<file path="src/rtl/fifo_sync.sv">
`default_nettype none
// ============================================================================
//  Module      : fifo_sync
//  Description : Single-clock first-in first-out buffer built on a DEPTH x DW
//                register array. It uses a write pointer and a read pointer,
//                each one bit wider than the array index. The extra MSB is a
//                wrap bit, so full and empty can be told apart even though
//                the index bits are equal in both cases. Read data is
//                registered and updates on the edge that accepts the read.
//
//  Optional    : FIFO_SYNC_STATUS_EN - when defined, adds the occupancy count
//                and the sticky overflow/underflow flags.
//
//  Ports
//    clk        in   1                single clock, rising-edge active
//    rst_n      in   1                asynchronous assert, active-low reset
//    w_en       in   1                write request
//    w_data     in   DW               write data
//    full       out  1                DEPTH entries stored
//    r_en       in   1                read request
//    r_data     out  DW               registered read data
//    empty      out  1                no entries stored
//    count      out  $clog2(DEPTH)+1  stored entries 0..DEPTH   (status only)
//    overflow   out  1                sticky: write rejected    (status only)
//    underflow  out  1                sticky: read rejected     (status only)
//
//  Revision    : 1.0 - initial release
// ============================================================================
module fifo_sync #(
    parameter int DW    = 8,    // data width, >= 1
    parameter int DEPTH = 8     // entries, power of two, >= 2
) (
    input  logic                     clk,
    input  logic                     rst_n,
    input  logic                     w_en,
    input  logic [DW-1:0]            w_data,
    output logic                     full,
    input  logic                     r_en,
    output logic [DW-1:0]            r_data,
    output logic                     empty
`ifdef FIFO_SYNC_STATUS_EN
    ,
    output logic [$clog2(DEPTH):0]   count,
    output logic                     overflow,
    output logic                     underflow
`endif
);

    // ------------------------------------------------------------------------
    // Constants
    // ------------------------------------------------------------------------
    localparam int c_AW = $clog2(DEPTH);    // index width
    localparam int c_PW = c_AW + 1;         // pointer width incl. wrap bit

    // ------------------------------------------------------------------------
    // State
    // ------------------------------------------------------------------------
    logic [DW-1:0]   r_mem [DEPTH];
    logic [c_PW-1:0] r_wptr;
    logic [c_PW-1:0] r_rptr;
    logic [DW-1:0]   r_rdata;

    // ------------------------------------------------------------------------
    // Flag decode. Both flags come purely from the registered pointers, so
    // they are stable for the whole cycle and qualify requests on the edge.
    // ------------------------------------------------------------------------
    logic w_empty;
    logic w_full;
    logic w_wr_acc;
    logic w_rd_acc;

    assign w_empty  = (r_wptr == r_rptr);
    // Same slot but the writer is one lap ahead of the reader.
    assign w_full   = (r_wptr[c_AW-1:0] == r_rptr[c_AW-1:0]) &&
                      (r_wptr[c_AW]     != r_rptr[c_AW]);

    // Each request is qualified only by its own flag as it stands before the
    // edge. A read from a full FIFO does not open room for a write on the
    // same edge, and a write to an empty FIFO cannot be read on that edge.
    assign w_wr_acc = w_en & ~w_full;
    assign w_rd_acc = r_en & ~w_empty;

    // ------------------------------------------------------------------------
    // Storage array. It is intentionally not reset. Stale contents are never
    // visible because the pointers decide what counts as valid.
    // ------------------------------------------------------------------------
    always_ff @(posedge clk) begin
        if (w_wr_acc) begin
            r_mem[r_wptr[c_AW-1:0]] <= w_data;
        end
    end

    // ------------------------------------------------------------------------
    // Pointers. They wrap naturally modulo 2*DEPTH. Because DEPTH is a power
    // of two, the index bits also wrap modulo DEPTH.
    // ------------------------------------------------------------------------
    always_ff @(posedge clk or negedge rst_n) begin
        if (!rst_n) begin
            r_wptr <= '0;
            r_rptr <= '0;
        end else begin
            if (w_wr_acc) begin
                r_wptr <= r_wptr + c_PW'(1);
            end
            if (w_rd_acc) begin
                r_rptr <= r_rptr + c_PW'(1);
            end
        end
    end

    // ------------------------------------------------------------------------
    // Registered read data. It holds its value whenever no read is accepted.
    // ------------------------------------------------------------------------
    always_ff @(posedge clk or negedge rst_n) begin
        if (!rst_n) begin
            r_rdata <= '0;
        end else if (w_rd_acc) begin
            r_rdata <= r_mem[r_rptr[c_AW-1:0]];
        end
    end

    assign r_data = r_rdata;
    assign empty  = w_empty;
    assign full   = w_full;

`ifdef FIFO_SYNC_STATUS_EN
    // ------------------------------------------------------------------------
    // Status: occupancy and sticky error flags
    // ------------------------------------------------------------------------
    logic r_overflow;
    logic r_underflow;

    // Pointer difference modulo 2*DEPTH. This is exactly 0..DEPTH because
    // the writer is never more than one lap ahead of the reader.
    assign count = r_wptr - r_rptr;

    always_ff @(posedge clk or negedge rst_n) begin
        if (!rst_n) begin
            r_overflow  <= 1'b0;
            r_underflow <= 1'b0;
        end else begin
            if (w_en && w_full) begin
                r_overflow <= 1'b1;
            end
            if (r_en && w_empty) begin
                r_underflow <= 1'b1;
            end
        end
    end

    assign overflow  = r_overflow;
    assign underflow = r_underflow;
`endif

endmodule
`default_nettype wire

</file>
<file path="config.mk">
export PLATFORM = sky130hd
export DESIGN_NAME = fifo_sync
export DESIGN_NICKNAME = d
export VERILOG_FILES = /design/src/rtl/fifo_sync.sv
export SDC_FILE = /design/constraint.sdc
export NUM_CORES = 1
export LEC_CHECK = 0
export CAP_MARGIN = 20
export CORE_MARGIN = 8
export CORE_UTILIZATION = 55
export CTS_BUF_LIST = sky130_fd_sc_hd__clkbuf_4 sky130_fd_sc_hd__clkbuf_8
export CTS_CLUSTER_DIAMETER = 200
export DETAILED_ROUTE_END_ITERATION = 12
export GPL_TIMING_DRIVEN = 0
export PLACE_DENSITY = 0.75
export SYNTH_ARGS = -nofsm -noshare
export SYNTH_HDL_FRONTEND = slang
export SYNTH_SLANG_ARGS = --single-unit
</file>
<file path="constraint.sdc">
create_clock -name clk -period 2.6 [get_ports clk]
set_input_delay 0.52 -clock clk [delete_from_list [all_inputs] [get_ports clk]]
set_output_delay 0.52 -clock clk [all_outputs]
set_load 0.05 [all_outputs]
</file>
==> results of run 1 <==
## worst paths after layout
path	end	slack, ns	startpoint	depth (start not counted)
worst max-delay path	empty	0.09	r_rptr[1]	5
worst min-delay path	r_data[3]	0.49	r_data[3]	2
worst max register to register	r_mem[3][2]	0.11	r_rptr[1]	5
worst min register to register	r_data[3]	0.49	r_data[3]	2
max in group asynchronous	r_data[3]	1.49	rst_n	1
min in group asynchronous	r_data[5]	0.63	rst_n	1
## cell type report
| class | count | share of cell area [%] |
|---|---|---|
| multi-input combinational | 77 | 22.35 |
| inverter | 3 | 0.3072 |
| clock inverter | 4 | 0.6143 |
| clock buffer | 11 | 3.788 |
| tap | 72 | 2.457 |
| sequential | 80 | 63.34 |
| timing repair buffer | 22 | 5.836 |
| buffer | 8 | 1.297 |
## layout by cell type (no fill, tap or decap), types with 3 or more instances in the layout
cell type	Yosys	final
nor2_1	8	6
dfrtp_1	16	16
edfxtp_1	64	64
o21ai_1	8	8
xor2_1	6	6
clkinv_2	0	3
nand2b_1	3	3
mux2i_1	8	8
clkbuf_8	0	9
clkdlybuf4s50_1	0	19
nand2_1	9	9
nor3_1	4	3
xnor2_1	4	4
inv_1	3	3
buf_4	4	5
buf_2	2	3
mux4_2	16	16
## cell usage after synthesis
cell type | count | area [um2]
dfrtp_1 | 16 | 400.4
nand3_1 | 1 | 5.000
mux2_4 | 1 | 15.01
xor2_1 | 6 | 52.55
nor3_1 | 4 | 20.02
nor3_2 | 1 | 10.01
xor2_2 | 1 | 16.27
o41ai_4 | 1 | 27.53
o41ai_2 | 1 | 16.27
buf_4 | 4 | 30.03
buf_2 | 2 | 10.01
mux2_1 | 1 | 11.26
o21ai_1 | 8 | 40.04
nor2_1 | 8 | 30.03
inv_1 | 3 | 11.26
xnor2_1 | 4 | 35.03
ha_1 | 2 | 25.02
nand2b_1 | 3 | 18.77
clkbuf_1 | 2 | 7.510
or2_1 | 2 | 12.51
nand2_1 | 9 | 33.78
edfxtp_1 | 64 | 1922
mux2i_1 | 8 | 80.08
mux4_2 | 16 | 360.4
## registers in the layout, indices dropped and copies added (netlist names)
register / flops
r_data: 8
r_wptr: 4
r_mem: 64
r_rptr: 4
## timing repair
| item | in CTS | in global routing |
|---|---|---|
| setup endpoints to repair | 2 | 9 |
| buffers inserted | 0 | 0 |
| resized for setup | 8 | 4 |
## worst min-delay path: stages, from the launching register on
cell     delay (ns)
dfrtp_1        0.34
nand2_1        0.05
o21ai_1        0.06
## metrics by stage
stage,std cells,hold slack (ns),utilization (%),total power (W),setup WS [ns]
floorplan,168,0.2244,-,0.003105,0.03943
global placement,261,0.4662,63.01,0.003519,-0.3687
detailed placement,262,0.4753,63.23,0.003609,0.01675
CTS,277,0.4930,66.19,0.004360,0.03238
global route,277,0.5090,66.17,0.004535,0.01477
finish,277,0.4882,66.17,0.004334,0.09401
## metal layers
layer	global-route usage, %	share of wire, %
met1	16.24	42
met2	22.88	51
met3	4.808	4.9
met4	8.054	2.0
met5	0	0
## report_power, final
part           switching [W]  total [W]  leakage [nW]  internal, W
clock network       0.000418   0.000775        0.0858     0.000358
logic                0.00105    0.00175         0.421     0.000700
registers           0.000127    0.00181         0.772      0.00169
total                0.00159    0.00433          1.28      0.00274
## cells by family after synthesis
logic type	Yosys count	synth area share [%]
AO/OA/AOI/OAI	10	2.628
XOR/XNOR	11	3.255
adder cells (fa/ha/maj)	2	0.7842
buffers and inverters	11	1.843
flip-flops	80	72.78
multiplexers	26	14.63
AND/OR/NAND/NOR	28	4.078
==> impl_metrics.py, run 1 <==
metrics = {
    "critical_path": {
        "cp.arrival_ns": 1.99,
        "slowest_delay_ns": 0.40,
        "worstSetupStartpointType": "flip-flop",
        "cp_cell_sequence": "buf_4 -> xor2_1 -> or2_1 -> nor3_1 -> clkdlybuf4s15_2",
        "cp_slowest_cell": "clkdlybuf4s15_2",
        "path_max_fanout": 10,
        "criticalPathCategory": "reg -> out",
        "crit_buf_inv": 2,
        "critPathTopFamily": "buffers and inverters",
        "crit_required_ns": 2.08,
        "cp-end-kind": "output pin",
    },
    "synthesis": {
        "netlist_area_um2": 3191,
        "avgSynthCellArea_um2": 18.99,
        "synth_fp_nets": 182,
        "synthCells": 168,
        "ys_ff_latch": 80,
        "synthDistinctLibCells": 24,
        "synth.yosys.warnings": 0,
        "yosysSeqAreaShare_pct": 72.78,
    },
    "clock_tree": {
        "clockBufferDepth": 2,
        "hold_buffers": 0,
        "cts_sinks": 80,
        "h-tree-depth": 3,
        "clk_pin_slew_worst_paths_ns": 0.07,
        "cts_buffers": 9,
        "cts_tree": "built",
        "root_buffer": "clkbuf_8",
        "insertion_delay_ns": 0.34,
    },
    "floorplanning": {
        "pin_count": 22,
        "dieArea_um2": 8494,
        "die_h_um": 92.17,
        "coreArea_um2": 5540,
        "row_count": 27,
        "die_w_um": 92.17,
        "initial_core_util_pct": 57.59,
    },
    "run": {
        "cap_violations": 0,
    },
    "timing": {
        "max-slew-margin-rel_pct": 31.21,
        "fin_crit_sh_pct": 96.38,
        "rsz0062_at_grt": "false",
        "hold_viol_final": 0,
        "max_freq_mhz": 399.0,
        "slew_violations": 0,
        "period_needed_ns": 2.506,
        "final-setup-viol-count": 0,
        "finalClockSkew_ns": 0.005615,
        "tightest_slew_ns": 1.026,
        "fin_tns_setup_ns": 0,
    },
    "min_path": {
        "hold_class": "reg -> reg",
    },
    "pwr": {
        "p_per_area_nw_per_um2": 1182,
        "leakagePower_nw": 1.279,
        "vdd_drop_max_mv": 0.5611,
    },
    "final_layout": {
        "drive_gt1_share_pct": 23.41,
        "nets": 215,
        "antennaDiodeCount": 0,
        "syn_to_final_growth_pct": 14.90,
        "regArea_um2": 2322,
        "post-route-cell-area_um2": 3666,
        "num-fill-cells": 386,
        "multi_input_area_um2": 819.5,
    },
    "grt": {
        "gr-total-overflow": 0,
        "grt_pass1_vias": 1704,
        "track_usage_pct": 14.19,
        "grt_pass1_wl_um": 8783,
        "antenna_found_initial": 0,
        "grt_max_degree": 17,
    },
    "placed_design": {
        "dpl-instance-area_um2": 3503,
        "gp_congestion": 0.7700,
        "dpl.hpwl_um": 3594,
        "portBuffers": 21,
    },
    "drt": {
        "ant_nets": 0,
        "vias": 1599,
        "wire_per_inst_um": 20.27,
        "post_drt_via_cell_ratio": 5.773,
        "drc": 0,
        "dr.pass1.iters": 4,
        "finalWirelength_um": 5615,
        "drtIter0Drc": 91,
    },
    "status": {
        "outcome": "finished, final reports clean",
    },
}
(Power assumes the default switching activity.)
==> run 2, diff against run 1 <==
--- a/config.mk
+++ b/config.mk
@@ -6,13 +6,14 @@
 export NUM_CORES = 1
 export LEC_CHECK = 0
 export CAP_MARGIN = 20
-export CORE_MARGIN = 8
+export CORE_MARGIN = 5
 export CORE_UTILIZATION = 55
 export CTS_BUF_LIST = sky130_fd_sc_hd__clkbuf_4 sky130_fd_sc_hd__clkbuf_8
 export CTS_CLUSTER_DIAMETER = 200
 export DETAILED_ROUTE_END_ITERATION = 12
 export GPL_TIMING_DRIVEN = 0
 export PLACE_DENSITY = 0.75
+export SLEW_MARGIN = 0
 export SYNTH_ARGS = -nofsm -noshare
 export SYNTH_HDL_FRONTEND = slang
 export SYNTH_SLANG_ARGS = --single-unit
==> run 2 against run 1 <==
Non-clock buffer count rose by 1. Register-to-register slack improved by 0.04 ns. First-iteration DRC count rose by 16%. Utilization fell by 0.27 points. Clock-buffer cell count fell by 2. Flip-flop and latch count did not move. Worst setup slack improved by 0.061 ns. Sequential power barely moved. Sequential share of layout area fell by 0.13 points. Critical path depth did not move. Critical path type is now reg -> reg. Critical endpoint is now r_mem[2][6]. Largest cell class unchanged. Largest power group unchanged.
==> impl_metrics.py, run 2 (same netlist as run 1, synthesis figures left out) <==
metrics = {
    "status": {
        "outcome": "finished, final reports clean",
    },
    "critical_path": {
        "r2r_start": "r_rptr[1]",
        "criticalPathCategory": "reg -> reg",
        "critPathTopFamily": "simple AND/OR/NAND/NOR gates",
        "r2r_slack_ns": 0.15,
        "crit_buf_inv": 1,
        "cp-end-kind": "flip-flop",
        "cp_slowest_cell": "nor2_1",
        "worstSetupStartpointType": "flip-flop",
        "rr_endpoint": "r_mem[2][6]",
        "crit_required_ns": 2.57,
        "path_max_fanout": 10,
        "slowest_delay_ns": 0.67,
        "cp.arrival_ns": 2.42,
        "cp_cell_sequence": "buf_4 -> xor2_1 -> o41ai_4 -> nand2b_1 -> nor2_1",
        "r2r_cells": 5,
    },
    "min_path": {
        "min_from": "r_data[5]",
        "min_to": "r_data[5]",
        "hold_class": "reg -> reg",
        "hold_path_depth": 2,
    },
    "final_layout": {
        "post-route-cell-area_um2": 3674,
        "final_cell_mix": "edfxtp_1, clkdlybuf4s50_1, mux4_2, dfrtp_1",
        "drive_gt1_share_pct": 23.67,
        "layout.cells.non_filler": 279,
        "antennaDiodeCount": 0,
        "final_common_cell": "edfxtp_1",
        "syn_to_final_growth_pct": 15.14,
        "nets": 216,
        "largest_reg_flops": 64,
    },
    "placed_design": {
        "gp_congestion": 0.7537,
        "portBuffers": 21,
        "pre_cts_ws_ns": -0.005198,
        "dpl.hpwl_um": 3638,
        "dpl-instance-area_um2": 3503,
        "place.detailed.instances": 263,
    },
    "drt": {
        "dr.pass1.iters": 4,
        "wire_per_inst_um": 19.68,
        "post_drt_via_cell_ratio": 5.642,
        "vias": 1574,
        "ant_nets": 0,
        "finalWirelength_um": 5491,
        "drc": 0,
        "drtIter0Drc": 106,
    },
    "clock_tree": {
        "h-tree-depth": 3,
        "cts_sinks": 80,
        "cts_tree": "built",
        "root_buffer": "clkbuf_8",
        "cts_buffers": 9,
        "hold_buffers": 0,
        "postCtsSetupBuffers": 0,
        "clockBufferDepth": 2,
        "clk_pin_slew_worst_paths_ns": 0.07,
        "cts_resized": 8,
        "insertion_delay_ns": 0.34,
    },
    "floorplanning": {
        "pin_count": 22,
        "die_h_um": 86.17,
        "dieArea_um2": 7424,
        "row_count": 27,
        "die_w_um": 86.17,
        "coreArea_um2": 5574,
        "initial_core_util_pct": 57.24,
    },
    "grt": {
        "antenna_found_initial": 0,
        "gr-total-overflow": 0,
        "grt_max_degree": 17,
        "grt_pass1_wl_um": 8873,
        "grt_pass1_vias": 1653,
        "track_usage_pct": 16.77,
    },
    "timing": {
        "tightest_slew_ns": 0.9974,
        "slew_violations": 0,
        "finalClockSkew_ns": 0.007437,
        "rsz0062_at_grt": "true",
        "layout_setup_ws_ns": 0.1549,
        "fin_crit_sh_pct": 94.04,
        "max_freq_mhz": 409.0,
        "fin_tns_setup_ns": 0,
        "period_needed_ns": 2.445,
        "final-setup-viol-count": 0,
        "hold_viol_final": 0,
        "max-slew-margin-rel_pct": 33.14,
    },
    "pwr": {
        "p_per_area_nw_per_um2": 1176,
        "total_power_w": 0.004321,
        "vdd_drop_max_mv": 0.6052,
        "leakagePower_nw": 1.287,
    },
    "run": {
        "cap_violations": 0,
    },
}
==> run 2: cell types whose count changed in the layout (fill, tap and decap cells not counted), moves of 2 or more <==
cell,delta
clkinv_1,+3
clkinv_4,+2
buf_2,+2
clkbuf_4,-2
==> run 2: worst register-to-register path, delay by kind of cell (launching register included) <==
family | cells | cell delay [ns]
and+or+nand+nor | 2 | 0.92
DFF | 1 | 0.39
AOI/OAI and AO/OA | 1 | 0.19
xor gates and xnor gates | 1 | 0.36
buffers and inverters | 1 | 0.20
==> run 2: worst max path at each step <==
stage / from / end / slack [ns] / cells past startpoint
after floorplan: r_rptr[1] / empty / 0.04 / 4
after global placement: w_en / r_mem[4][7] / -0.29 / 4
after detailed placement: w_en / r_mem[5][0] / -0.005 / 4
after CTS: r_rptr[1] / r_mem[5][4] / 0.03 / 5
after global routing: r_rptr[1] / r_mem[3][1] / -0.01 / 5
final: r_rptr[1] / r_mem[2][6] / 0.15 / 5
==> run 2: routing by layer <==
layer | part of all wire (%) | up-vias | track usage (%)
met5 | 0 | - | 0
met2 | 50 | 45 | 26.28
met1 | 44 | 808 | 22.65
met4 | 1.1 | 0 | 6.043
met3 | 5.0 | 6 | 4.611
li1 | - | 715 | -
==> run 2: layout make-up <==
class,instances,area (um2)
Buffer,8,47.55
Clock buffer,9,123.9
Clock inverter,7,38.79
Fill cell,368,1901
Inverter,3,11.26
Multi-Input combinational cell,77,827.0
Sequential cell,80,2322
Tap cell,72,90.09
Timing Repair Buffer,23,212.7
==> run 2: stage by stage <==
step                      util, %  hold slack, ns
after floorplan                 -          0.2244
after global placement      62.63          0.4679
after detailed placement    62.85          0.4795
after CTS                   65.81          0.4960
after global routing        65.90          0.5247
final                       65.90          0.4902
==> run 2: where the power goes <==
part | internal, W | leakage [nW] | switching [W]
registers | 0.00169 | 0.772 | 0.000125
logic | 0.000699 | 0.429 | 0.00106
clock network | 0.000336 | 0.0855 | 0.000415
